**src/rtl/imm_decode_stage.sv**
```systemverilog
// imm_decode_stage: registered RV32I/RV64I immediate decoder.
// Decodes the instruction format from the opcode and builds the sign-extended
// XLEN immediate. A main register drives the outputs and a one-entry skid
// register absorbs a word during a stall, so in_ready comes straight from a flop.
module imm_decode_stage #(
  parameter int XLEN  = 32,
  parameter int CNT_W = 8
) (
  input  logic             clk,
  input  logic             rst_n,
  input  logic             flush,
  input  logic             in_valid,
  output logic             in_ready,
  input  logic [31:0]      in_inst,
  output logic             out_valid,
  input  logic             out_ready,
  output logic [XLEN-1:0]  out_imm,
  output logic [2:0]       out_fmt,
  output logic             out_illegal,
  output logic [CNT_W-1:0] err_cnt
);

  localparam logic [2:0] FMT_R   = 3'd0;
  localparam logic [2:0] FMT_I   = 3'd1;
  localparam logic [2:0] FMT_S   = 3'd2;
  localparam logic [2:0] FMT_B   = 3'd3;
  localparam logic [2:0] FMT_U   = 3'd4;
  localparam logic [2:0] FMT_J   = 3'd5;
  localparam logic [2:0] FMT_SH  = 3'd6;
  localparam logic [2:0] FMT_ILL = 3'd7;

  // Counter increment that sticks at all-ones instead of wrapping.
  function automatic logic [CNT_W-1:0] sat_inc(input logic [CNT_W-1:0] c);
    return (&c) ? c : c + CNT_W'(1);
  endfunction

  logic [6:0]             w_opcode;
  logic [2:0]             w_funct3;
  logic signed [31:0]     w_imm32_p0;
  logic signed [XLEN-1:0] w_imm_p0;
  logic [2:0]             w_fmt_p0;
  logic                   w_ill_p0;
  logic                   w_accept;
  logic                   w_pop;

  logic                   r_main_vld_p1;
  logic signed [XLEN-1:0] r_main_imm_p1;
  logic [2:0]             r_main_fmt_p1;
  logic                   r_main_ill_p1;
  logic                   r_skid_vld_p1;
  logic signed [XLEN-1:0] r_skid_imm_p1;
  logic [2:0]             r_skid_fmt_p1;
  logic                   r_skid_ill_p1;
  logic [CNT_W-1:0]       r_err_cnt;

  assign w_opcode = in_inst[6:0];
  assign w_funct3 = in_inst[14:12];

  // ---- Stage p0: combinational format classification and immediate assembly
  // Every signed format is built as a 32-bit value whose bit 31 is inst[31];
  // shift amounts are built with a zero top bit so one sign extension serves all.
  always_comb begin
    w_imm32_p0 = '0;
    w_fmt_p0   = FMT_ILL;
    w_ill_p0   = 1'b0;
    case (w_opcode)
      7'b0000011, 7'b1100111, 7'b1110011: begin
        w_fmt_p0   = FMT_I;
        w_imm32_p0 = {{20{in_inst[31]}}, in_inst[31:20]};
      end
      7'b0010011: begin
        if (w_funct3 == 3'b001 || w_funct3 == 3'b101) begin
          w_fmt_p0 = FMT_SH;
          if (XLEN == 64) w_imm32_p0 = {26'b0, in_inst[25:20]};
          else            w_imm32_p0 = {27'b0, in_inst[24:20]};
        end else begin
          w_fmt_p0   = FMT_I;
          w_imm32_p0 = {{20{in_inst[31]}}, in_inst[31:20]};
        end
      end
      7'b0100011: begin
        w_fmt_p0   = FMT_S;
        w_imm32_p0 = {{20{in_inst[31]}}, in_inst[31:25], in_inst[11:7]};
      end
      7'b1100011: begin
        w_fmt_p0   = FMT_B;
        w_imm32_p0 = {{19{in_inst[31]}}, in_inst[31], in_inst[7],
                      in_inst[30:25], in_inst[11:8], 1'b0};
      end
      7'b0110111, 7'b0010111: begin
        w_fmt_p0   = FMT_U;
        w_imm32_p0 = {in_inst[31:12], 12'b0};
      end
      7'b1101111: begin
        w_fmt_p0   = FMT_J;
        w_imm32_p0 = {{11{in_inst[31]}}, in_inst[31], in_inst[19:12],
                      in_inst[20], in_inst[30:21], 1'b0};
      end
      7'b0110011: begin
        w_fmt_p0 = FMT_R;
      end
      default: begin
        w_fmt_p0 = FMT_ILL;
        w_ill_p0 = 1'b1;
      end
    endcase
  end

  assign w_imm_p0 = XLEN'(w_imm32_p0);

  assign in_ready = !r_skid_vld_p1;
  assign w_accept = in_valid && !r_skid_vld_p1;
  assign w_pop    = r_main_vld_p1 && out_ready;

  // ---- Stage p1: main/skid buffer; skid drains into main first to keep FIFO order
  always_ff @(posedge clk or negedge rst_n) begin
    if (!rst_n) begin
      r_main_vld_p1 <= 1'b0;
      r_main_imm_p1 <= '0;
      r_main_fmt_p1 <= '0;
      r_main_ill_p1 <= 1'b0;
      r_skid_vld_p1 <= 1'b0;
      r_skid_imm_p1 <= '0;
      r_skid_fmt_p1 <= '0;
      r_skid_ill_p1 <= 1'b0;
    end else if (flush) begin
      r_main_vld_p1 <= 1'b0;
      r_skid_vld_p1 <= 1'b0;
    end else if (!r_main_vld_p1 || w_pop) begin
      if (r_skid_vld_p1) begin
        r_main_vld_p1 <= 1'b1;
        r_main_imm_p1 <= r_skid_imm_p1;
        r_main_fmt_p1 <= r_skid_fmt_p1;
        r_main_ill_p1 <= r_skid_ill_p1;
        r_skid_vld_p1 <= 1'b0;
      end else if (w_accept) begin
        r_main_vld_p1 <= 1'b1;
        r_main_imm_p1 <= w_imm_p0;
        r_main_fmt_p1 <= w_fmt_p0;
        r_main_ill_p1 <= w_ill_p0;
      end else begin
        r_main_vld_p1 <= 1'b0;
      end
    end else if (w_accept) begin
      r_skid_vld_p1 <= 1'b1;
      r_skid_imm_p1 <= w_imm_p0;
      r_skid_fmt_p1 <= w_fmt_p0;
      r_skid_ill_p1 <= w_ill_p0;
    end
  end

  // Count accepted illegal words; flush drops the word so it is not counted.
  always_ff @(posedge clk or negedge rst_n) begin
    if (!rst_n) begin
      r_err_cnt <= '0;
    end else if (!flush && w_accept && w_ill_p0) begin
      r_err_cnt <= sat_inc(r_err_cnt);
    end
  end

  assign out_valid   = r_main_vld_p1;
  assign out_imm     = r_main_imm_p1;
  assign out_fmt     = r_main_fmt_p1;
  assign out_illegal = r_main_ill_p1;
  assign err_cnt     = r_err_cnt;

endmodule

```
**config.mk**
```make
export PLATFORM = sky130hd
export DESIGN_NAME = imm_decode_stage
export DESIGN_NICKNAME = d
export VERILOG_FILES = /design/src/rtl/imm_decode_stage.sv
export SDC_FILE = /design/constraint.sdc
export NUM_CORES = 1
export LEC_CHECK = 0
export BUFFER_PORTS_ARGS = -buffer_cell sky130_fd_sc_hd__buf_4
export CORE_ASPECT_RATIO = 0.5
export CORE_UTILIZATION = 49
export CTS_BUF_LIST = sky130_fd_sc_hd__clkbuf_8
export DETAILED_ROUTE_END_ITERATION = 8
export MAX_ROUTING_LAYER = met4
export PLACE_DENSITY = 0.84
export SLEW_MARGIN = 10
export SYNTH_ARGS = -nofsm -noshare
export SYNTH_HDL_FRONTEND = slang
export SYNTH_SLANG_ARGS = --single-unit
```
**constraint.sdc**
```tcl
create_clock -name clk -period 2.3 [get_ports clk]
set_input_delay 0.46 -clock clk [delete_from_list [all_inputs] [get_ports clk]]
set_output_delay 0.46 -clock clk [all_outputs]
set_load 0.01 [all_outputs]
```
==> results.md, run 1 <==
* Status: finished clean
* Setup violators final at 0
* Fraction of layout cells with a size suffix above 1 at 0.248
* Final Hold Vio Count at 0
* CTS Buf Count at 9
* Relative slew slack at 0.470
* Die W at 129 um
* Post-synth EDFFs at 0
* Avg Synthesized Cell Area at 9.17 um^2
* Crit-path cells: buf_4 > inv_1 > buf_4 > buf_4
* Area grow syn2layout at 23.1%
* CTS resizes at 0
* Distinct cell type count after synthesis at 48
* Mapped Cells at 430
* HP Class: input pin to async pin
* Starting Density at 0.521
* GRT Total Usage at 0.264
* Core area at 0.00757 mm^2
* DRC violation total after the first TritonRoute iteration at 325
* Worst Path Required at 1.84 ns
* Met1 GRT Util at 0.354
* Nets at 546
* Synth Net Count at 468
* Placed wire-length estimate at 7.12 mm
* # Post-CTS Setup Buffers at 0
* RSZ-0062 raised after global routing: false
* Crit path capture type: output port
* # IOs at 83
* Number of global-route vias before repair at 3,365
* Synth area leaders: dfrtp_1, a21oi_1, nand2_1, o21ai_0, nor2_1
* Setup WS pre-CTS at 0.339 ns
* Via count at 3,525
* Delay-heaviest family, CP: buffers and inverters
* Fin crit period at 2.03 ns
* Worst-path clk slew at 0.08 ns
* Largest buffer count on any clock path at 2
* First-pass GRT wire length at 16.5 mm
* Critical path buffers and inverters at 4
* Worst-Skew Late Latency at 0.35 ns
* Post-synth top area cell: dfrtp_1
* H-Tree Depth at 3
* Post-Syn Area at 0.00395 mm^2
* CTS tree: yes
* Sink Count at 82
* Async SR Flop Fraction at 1.00
* Drt total wl at 10.0 mm
* Pin count of the biggest net entering global routing at 45
* Initial antenna violation count at 0
* Fillers at 641
* Worst Path Max Fanout at 19
* Routed Antenna Nets at 0
* Critical path class: flop to output port
* DR DRC count at 0
* Synth Flop Type: dfrtp_1
* Synth Warn # at 0
* 1st-pass router iterations at 5
* Max Fclk at 0.492 GHz
* Routability cong. at 0.991
* CP arrival at 1.57 ns
* Diode count at 0
* Final worst setup slack at 0.267 ns
* Worst Clk Skew at 0.00930 ns
* Leak at 2.19 nW
* Clock root buffer: clkbuf_8
* Critical path's most frequent cell: buf_4
* WL per Instance at 16.2 um
* Std-Cell Rows at 22
* Buffers on Ports at 82
* Peak supply drop at 398 uV
* Final Max Slew Viols at 0
* Slew @ Worst Pin at 0.793 ns
* Power Dens Cells at 753 mW/mm^2
* Part of the cycle the worst path needs at 0.884
* DIE HEIGHT at 65.4 um
* Setup tns final at 0 ns
* Die area at 0.00844 mm^2
* Sequential share of the synthesized area at 0.520
* Crit-path slowest cell: dfrtp_1
* Worst path max stage delay at 0.42 ns
* Maxcap violations at 0
* Vias/cell at 5.69
* GR peak layer: met2
* Yosys top cell area share at 0.520
* Critical path launch point type: flop
* Post-CTS Hold Fix Bufs at 0
* Met2 Resource Use GR at 0.407
* Overflow after GRT at 0
* Seq cells post-synth at 82
* Grt met3 use at 0.0586
-- logic make-up (layout without fill, tap and decap cells) --
| family | after synthesis | after routing | share of synthesized area |
|---|---|---|---|
| adder cells (fa/ha/maj) | 1 | 1 | 0.00317 |
| AND/OR/NAND/NOR | 181 | 181 | 0.232 |
| buffers and inverters | 32 | 114 | 0.0441 |
| XOR/XNOR | 8 | 8 | 0.0178 |
| flip-flops | 82 | 82 | 0.520 |
| AO/OA/AOI/OAI | 124 | 124 | 0.178 |
| multiplexers | 2 | 2 | 0.00539 |
-- per-stage QoR --
step           cells  hold WS [ns]  area (um^2)  total power, W  utilization
4_1_cts          620        0.0755         4850         0.00367        0.641
5_1_grt          620         0.110         4850         0.00385        0.641
6_report         620        0.0722         4850         0.00366        0.641
3_5_place_dp     605         0.454         4660         0.00265        0.616
2_1_floorplan    430         0.164         3950         0.00224            -
3_3_place_gp     605         0.444         4660         0.00262        0.616
-- flip-flops by register name, summed over array words and instances (netlist names), 3 cells and up --
register	flops
out_fmt	3
r_skid_fmt_p1	3
err_cnt	8
r_skid_imm_p1	32
out_imm	32
-- layout make-up --
| cell class | count | area, um^2 | area share |
|---|---|---|---|
| Tap cell | 108 | 135 | 0.0278 |
| Clock buffer | 10 | 138 | 0.0284 |
| Inverter | 2 | 7.51 | 0.00155 |
| Multi-Input combinational cell | 316 | 1730 | 0.355 |
| Clock inverter | 5 | 56.3 | 0.0116 |
| Sequential cell | 82 | 2050 | 0.423 |
| Timing Repair Buffer | 97 | 741 | 0.153 |
-- final timing paths --
path,startpoint,endpoint,slack [ns],cells past startpoint
min reg2reg,r_skid_imm_p1[2],r_skid_imm_p1[2],0.47,2
min,rst_n,err_cnt[4],0.07,1
min in group clk,flush,out_valid,0.30,2
max reg2reg,err_cnt[0],err_cnt[6],0.41,6
max,r_skid_vld_p1,in_ready,0.27,4
max in group asynchronous,rst_n,out_imm[10],1.63,2
-- report_power, final --
group	total (W)	internal (W)	switching, W	leakage (nW)
clock	0.00103	0.000523	0.000509	0.104
combinational	0.000773	0.000379	0.000395	1.07
sequential	0.00185	0.00168	0.000170	1.02
total	0.00366	0.00258	0.00107	2.19
-- routing by layer --
metal | wire length, um | part of all wire
met1 | 4430 | 0.44
met2 | 4670 | 0.47
met3 | 821 | 0.082
met4 | 107 | 0.011
met5 | 0 | 0
-- synthesized netlist by cell type, types with 3 or more instances --
cell type  instances
a21oi_2            3
o211ai_1           4
or3_1             20
a22o_1             7
xor2_1             3
o21ai_0           39
buf_6              5
and3b_1            3
nand4_1            3
xnor2_1            5
nor2_1            37
nand2b_1           3
o21ai_1            5
dfrtp_1           82
nor3_2             3
a21oi_1           58
nand3_1           18
nor2b_1            5
and3_1             9
clkbuf_1          12
nand2_1           64
and2_1             4
buf_2              9
-- layout by cell type (no fill, tap or decap), drive strengths merged, types with 5 or more instances in the layout --
cell    netlist  routed
buf          17      97
nor2         39      39
and3          9       9
a21oi        61      61
o21ai        45      45
a22o          7       7
nor2b         5       5
dfrtp        82      82
nand2        65      65
xnor2         5       5
clkbuf       13      10
nand3        18      18
or3          20      20
No activity file was read; power rests on OpenSTA's default activity.
==> run 2, diff against run 1 <==
CTS_CLUSTER_DIAMETER = 100   (was not set)
HOLD_SLACK_MARGIN = 0.06   (was not set)
PLACE_DENSITY = 0.73   (was 0.84)
==> results.md, run 2 (synthesized netlist as in run 1, its figures left out) <==
* Nets at 547 (+0.18%)
* Crit path capture type: flop
* Starting Density at 0.521 (unchanged)
* # IOs at 83 (unchanged)
* Status: finished clean
* Largest buffer count on any clock path at 2 (unchanged)
* # Post-CTS Setup Buffers at 0 (unchanged)
* HP Class: input pin to async pin
* Final Max Slew Viols at 0 (unchanged)
* Placed wire-length estimate at 7.17 mm (+0.67%)
* Overflow after GRT at 0 (unchanged)
* Critical path launch point type: flop
* Critical path's most frequent cell: or3_1
* Relative slew slack at 0.417 (-0.0524)
* Commonest non-fill, non-tap cell in the layout: buf_4
* Core area at 0.00757 mm^2 (unchanged)
* DIE HEIGHT at 65.4 um (unchanged)
* Max Fclk at 0.489 GHz (-0.66%)
* DRC violation total after the first TritonRoute iteration at 257 (-21%)
* First-pass GRT wire length at 16.9 mm (+2.6%)
* WL per Instance at 16.7 um (+3.4%)
* Drt total wl at 10.4 mm (+3.7%)
* Diode count at 0 (unchanged)
* Leak at 2.21 nW (+1.0%)
* Crit-path cells: nor2b_1 > or3_1 > or3_1 > o21ai_0 > a21oi_1
* CTS tree: yes
* Via count at 3,502 (-0.65%)
* Placed insts at 606 (+0.17%)
* Area grow syn2layout at 24.1%
* Worst Path Max Fanout at 23 (+4)
* Number of global-route vias before repair at 3,222 (-4.2%)
* Register area at 0.00205 mm^2 (unchanged)
* Multi-input logic area at 0.00173 mm^2 (unchanged)
* H-Tree Depth at 3 (unchanged)
* Die area at 0.00844 mm^2 (unchanged)
* Final Hold Vio Count at 0 (unchanged)
* CTS Buf Count at 9 (unchanged)
* Worst path max stage delay at 0.73 ns (+0.31 ns)
* 1st-pass router iterations at 5 (unchanged)
* Setup violators final at 0 (unchanged)
* Part of the cycle the worst path needs at 0.890 (+0.00590)
* Maxcap violations at 0 (unchanged)
* Critical path class: flop to flop
* Post-Layout Cell Count at 622 (+0.32%)
* Routability cong. at 0.951 (-4.0%)
* Fillers at 640 (-0.16%)
* Worst Clk Skew at 0.00844 ns (-0.000862 ns)
* Worst-Skew Late Latency at 0.37 ns (+0.02 ns)
* Buffers on Ports at 82 (unchanged)
* Worst-path clk slew at 0.08 ns (about the same)
* Fraction of layout cells with a size suffix above 1 at 0.251 (+0.00293)
* Sink Count at 82 (unchanged)
* Most frequent cells in the layout: buf_4, dfrtp_1, nand2_1, a21oi_1, o21ai_0
* Power Dens Cells at 783 mW/mm^2 (+3.9%)
* Pin count of the biggest net entering global routing at 47 (+4.4%)
* Clock root buffer: clkbuf_8
* Vias/cell at 5.63 (-0.97%)
* Peak supply drop at 534 uV (+34%)
* CTS resizes at 0 (unchanged)
* Fin crit period at 2.05 ns (+0.0136 ns)
* DR DRC count at 0 (unchanged)
* Crit-path slowest cell: or3_1
* Std-Cell Rows at 22 (unchanged)
* Slew @ Worst Pin at 0.874 ns (+0.0811 ns)
* GRT Total Usage at 0.275 (+0.0109)
* Initial antenna violation count at 0 (unchanged)
* Post-CTS Hold Fix Bufs at 0 (unchanged)
* CP arrival at 2.30 ns (+0.73 ns)
* Die W at 129 um (unchanged)
* Routed Antenna Nets at 0 (unchanged)
* Worst Path Required at 2.55 ns (+0.71 ns)
* RSZ-0062 raised after global routing: false
* Setup tns final at 0 ns (unchanged)
## run 2: routing by layer
metal / global-route usage / share of wire / up-vias
met5: - / 0 / -
met4: 0.0750 / 0.017 / 0
met3: 0.0611 / 0.066 / 17
met2: 0.383 / 0.42 / 150
met1: 0.402 / 0.49 / 1682
li1: - / - / 1653
## run 2: area by class of cell
cell class,count,share of cell area
flip-flops and latches,82,0.419
well taps,108,0.0276
repair buffers,98,0.153
clock inverters,5,0.0158
clock buffers,11,0.0309
inverters,2,0.00153
multi-input cells,316,0.352
## run 2: where the power goes
part           leakage, nW  switching, W  internal (W)
sequential            1.02      0.000173       0.00168
clock                0.121      0.000539      0.000667
combinational         1.07      0.000395      0.000377
total                 2.21       0.00111       0.00273
## run 2: worst paths after layout
path | from | end | slack, ns | cells after the start
setup reg to reg | out_valid | out_imm[23] | 0.25 | 5
hold reg to reg | r_skid_imm_p1[2] | r_skid_imm_p1[2] | 0.47 | 2
hold / removal | rst_n | out_imm[12] | 0.06 | 1
setup / recovery | out_valid | out_imm[23] | 0.25 | 5
max in group asynchronous | rst_n | out_imm[6] | 1.62 | 2
min in group clk | flush | out_valid | 0.30 | 2
## run 2: worst max-delay path: cells and delay by family (launching register included)
kind	cells	cell delay, ns
AND/OR/NAND/NOR	3	1.39
flip-flops	1	0.39
AO/OA/AOI/OAI	2	0.15
## run 2: per-stage QoR
stage	total power, W	util	area, um^2	hold WS [ns]	setup slack (ns)
after floorplan	0.00224	-	3950	0.164	0.575
after global placement	0.00262	0.617	4670	0.444	0.285
after detailed placement	0.00265	0.617	4670	0.451	0.182
after CTS	0.00384	0.647	4900	0.0609	0.305
after global routing	0.00400	0.647	4900	0.0823	0.153
final	0.00383	0.647	4900	0.0554	0.254
==> run 3, diff against run 2 <==
REMOVE_ABC_BUFFERS = 1   (was not set)
==> results.md, run 3 (synthesized netlist as in run 1, its figures left out) <==
* Status: finished clean
* Placed wire-length estimate at 6.74 mm (-6.0%)
* Top sig layer: met4
* Die area at 0.00844 mm^2 (unchanged)
* Setup violators final at 0 (unchanged)
* Register area at 0.00205 mm^2 (unchanged)
* Most frequent cells in the layout: buf_4, dfrtp_1, nand2_1, a21oi_1, o21ai_0
* Fillers at 671 (+4.8%)
* CTS tree: yes
* Met1 wire length at 4.54 mm (-11%)
* Setup WS pre-CTS at 0.401 ns (+0.220 ns)
* Fin crit period at 2.02 ns (-0.0268 ns)
* Worst-path clk slew at 0.08 ns (about the same)
* Post-CTS Hold Fix Bufs at 0 (unchanged)
* Crit-path slowest cell: dfrtp_1
* Switching pwr at 0.00103 W (-6.5%)
* Worst-Skew Late Latency at 0.36 ns (about the same)
* Std-Cell Rows at 22 (unchanged)
* Nets at 546 (-0.18%)
* Peak supply drop at 558 uV (+4.5%)
* Worst Clk Skew at 0.00561 ns (-0.00283 ns)
* Setup slack, reg-to-reg at 0.44 ns (+0.19 ns)
* Worst r2r src: err_cnt[0]
* Vias/cell at 5.53 (-1.7%)
* Routability cong. at 0.934 (-1.8%)
* Fraction of layout cells with a size suffix above 1 at 0.246 (-0.00488)
* Core area at 0.00757 mm^2 (unchanged)
* Clock root buffer: clkbuf_8
* Metal2 WL at 4.45 mm (+0.77%)
* GRT Total Usage at 0.260 (-0.0153)
* Reg power frac at 0.517 (+0.033)
* Final worst setup slack at 0.281 ns (+0.0268 ns)
* Worst Path Required at 1.84 ns (-0.71 ns)
* Multi-input logic area at 0.00173 mm^2 (unchanged)
* Switching Share at 0.290 (+0.00140)
* Maxcap violations at 0 (unchanged)
* CTS Buf Count at 9 (unchanged)
* WL per Instance at 15.4 um (-7.7%)
* Wire length on met3 at 491 um (-29%)
* Clock share of power at 0.268 (-0.047)
* Combinational fraction of design power at 0.215 (+0.014)
* CTS resizes at 0 (unchanged)
* Die W at 129 um (unchanged)
* RSZ-0062 raised after global routing: false
* Commonest non-fill, non-tap cell in the layout: buf_4
* Sink Count at 82 (unchanged)
* Drt total wl at 9.57 mm (-8.0%)
* Routed Antenna Nets at 0 (unchanged)
* Buffers on Ports at 82 (unchanged)
* Setup tns final at 0 ns (unchanged)
* Crit path capture type: output port
* Pin count of the biggest net entering global routing at 47 (unchanged)
* Critical path endpoint: in_ready
* Number of global-route vias before repair at 3,231 (+0.28%)
* Critical path class: flop to output port
* Relative slew slack at 0.601 (+0.184)
* Starting Density at 0.521 (unchanged)
* # Post-CTS Setup Buffers at 0 (unchanged)
* Critical path launch point type: flop
* Initial antenna violation count at 0 (unchanged)
* Worst path max stage delay at 0.40 ns (-0.33 ns)
* Power Dens Cells at 734 mW/mm^2 (-6.2%)
* Diode count at 0 (unchanged)
* Largest buffer count on any clock path at 2 (unchanged)
* P_int at 0.00253 W (-7.2%)
* R2R depth at 6 (+1)
* Leak at 2.20 nW (-0.84%)
* DRC violation total after the first TritonRoute iteration at 305 (+19%)
* Overflow after GRT at 0 (unchanged)
* Via count at 3,430 (-2.1%)
* Max Fclk at 0.495 GHz (+1.3%)
* Final Max Slew Viols at 0 (unchanged)
* DR DRC count at 0 (unchanged)
* FF-to-FF End: err_cnt[6]
* DIE HEIGHT at 65.4 um (unchanged)
* Critical path's most frequent cell: buf_4
* Worst Path Max Fanout at 16 (-30%)
* Worst Setup SP: r_skid_vld_p1
* Slew @ Worst Pin at 0.596 ns (-0.278 ns)
* HP Class: input pin to async pin
* 1st-pass router iterations at 5 (unchanged)
* Final Hold Vio Count at 0 (unchanged)
* # IOs at 83 (unchanged)
* H-Tree Depth at 3 (unchanged)
* Crit-path cells: buf_4 > inv_1 > buf_4 > buf_4
* Part of the cycle the worst path needs at 0.878 (-0.0117)
* CP arrival at 1.56 ns (-0.74 ns)
* First-pass GRT wire length at 16.0 mm (-5.4%)
* Area grow syn2layout at 23.1%
## run 3: cell count changes in the layout (fill, tap and decap cells not counted)
cell,previous run,this run
clkbuf_8,11,12
buf_4,97,95
inv_1,3,4
clkinv_2,1,0
bufinv_16,2,0
buf_12,1,2
## run 3: worst min path at each step
stage / to / depth (start not counted)
final: out_valid / 1
after global routing: err_cnt[6] / 1
after CTS: err_cnt[6] / 1
after detailed placement: r_skid_imm_p1[1] / 2
after global placement: r_skid_imm_p1[2] / 2
after floorplan: err_cnt[0] / 0
## run 3: area by class of cell
type	count	area share
flip-flops and latches	82	0.423
clock buffers	12	0.0340
well taps	108	0.0278
repair buffers	97	0.155
multi-input cells	316	0.355
inverters	2	0.00155
clock inverters	3	0.00335
## run 3: through the flow
step	instances	total power [W]	util	hold slack [ns]	cell area [um^2]
6_report	620	0.00357	0.641	0.103	4850
3_5_place_dp	605	0.00264	0.617	0.455	4670
4_1_cts	620	0.00360	0.641	0.113	4850
3_3_place_gp	605	0.00262	0.617	0.444	4670
2_1_floorplan	400	0.00221	-	0.164	3780
5_1_grt	620	0.00378	0.641	0.140	4850
## run 3: power by group through the flow
stage | clock network, W | logic [W] | registers, W
floorplan | 0 | 0.000309 | 0.00190
global placement | 0 | 0.000756 | 0.00186
detailed placement | 0 | 0.000773 | 0.00187
CTS | 0.000977 | 0.000775 | 0.00184
global route | 0.00105 | 0.000859 | 0.00188
finish | 0.000954 | 0.000768 | 0.00184
## run 3: worst max-delay path, delay by kind of cell (launching register included)
| kind | cells | cell delay (ns) |
|---|---|---|
| flops | 1 | 0.40 |
| buf+inv | 4 | 0.81 |
## run 3: metal layers
layer  up-vias  track usage
li1       1658            -
met1      1665        0.348
met2       100        0.401
met3         7       0.0627
met4         0       0.0676
met5         -            -
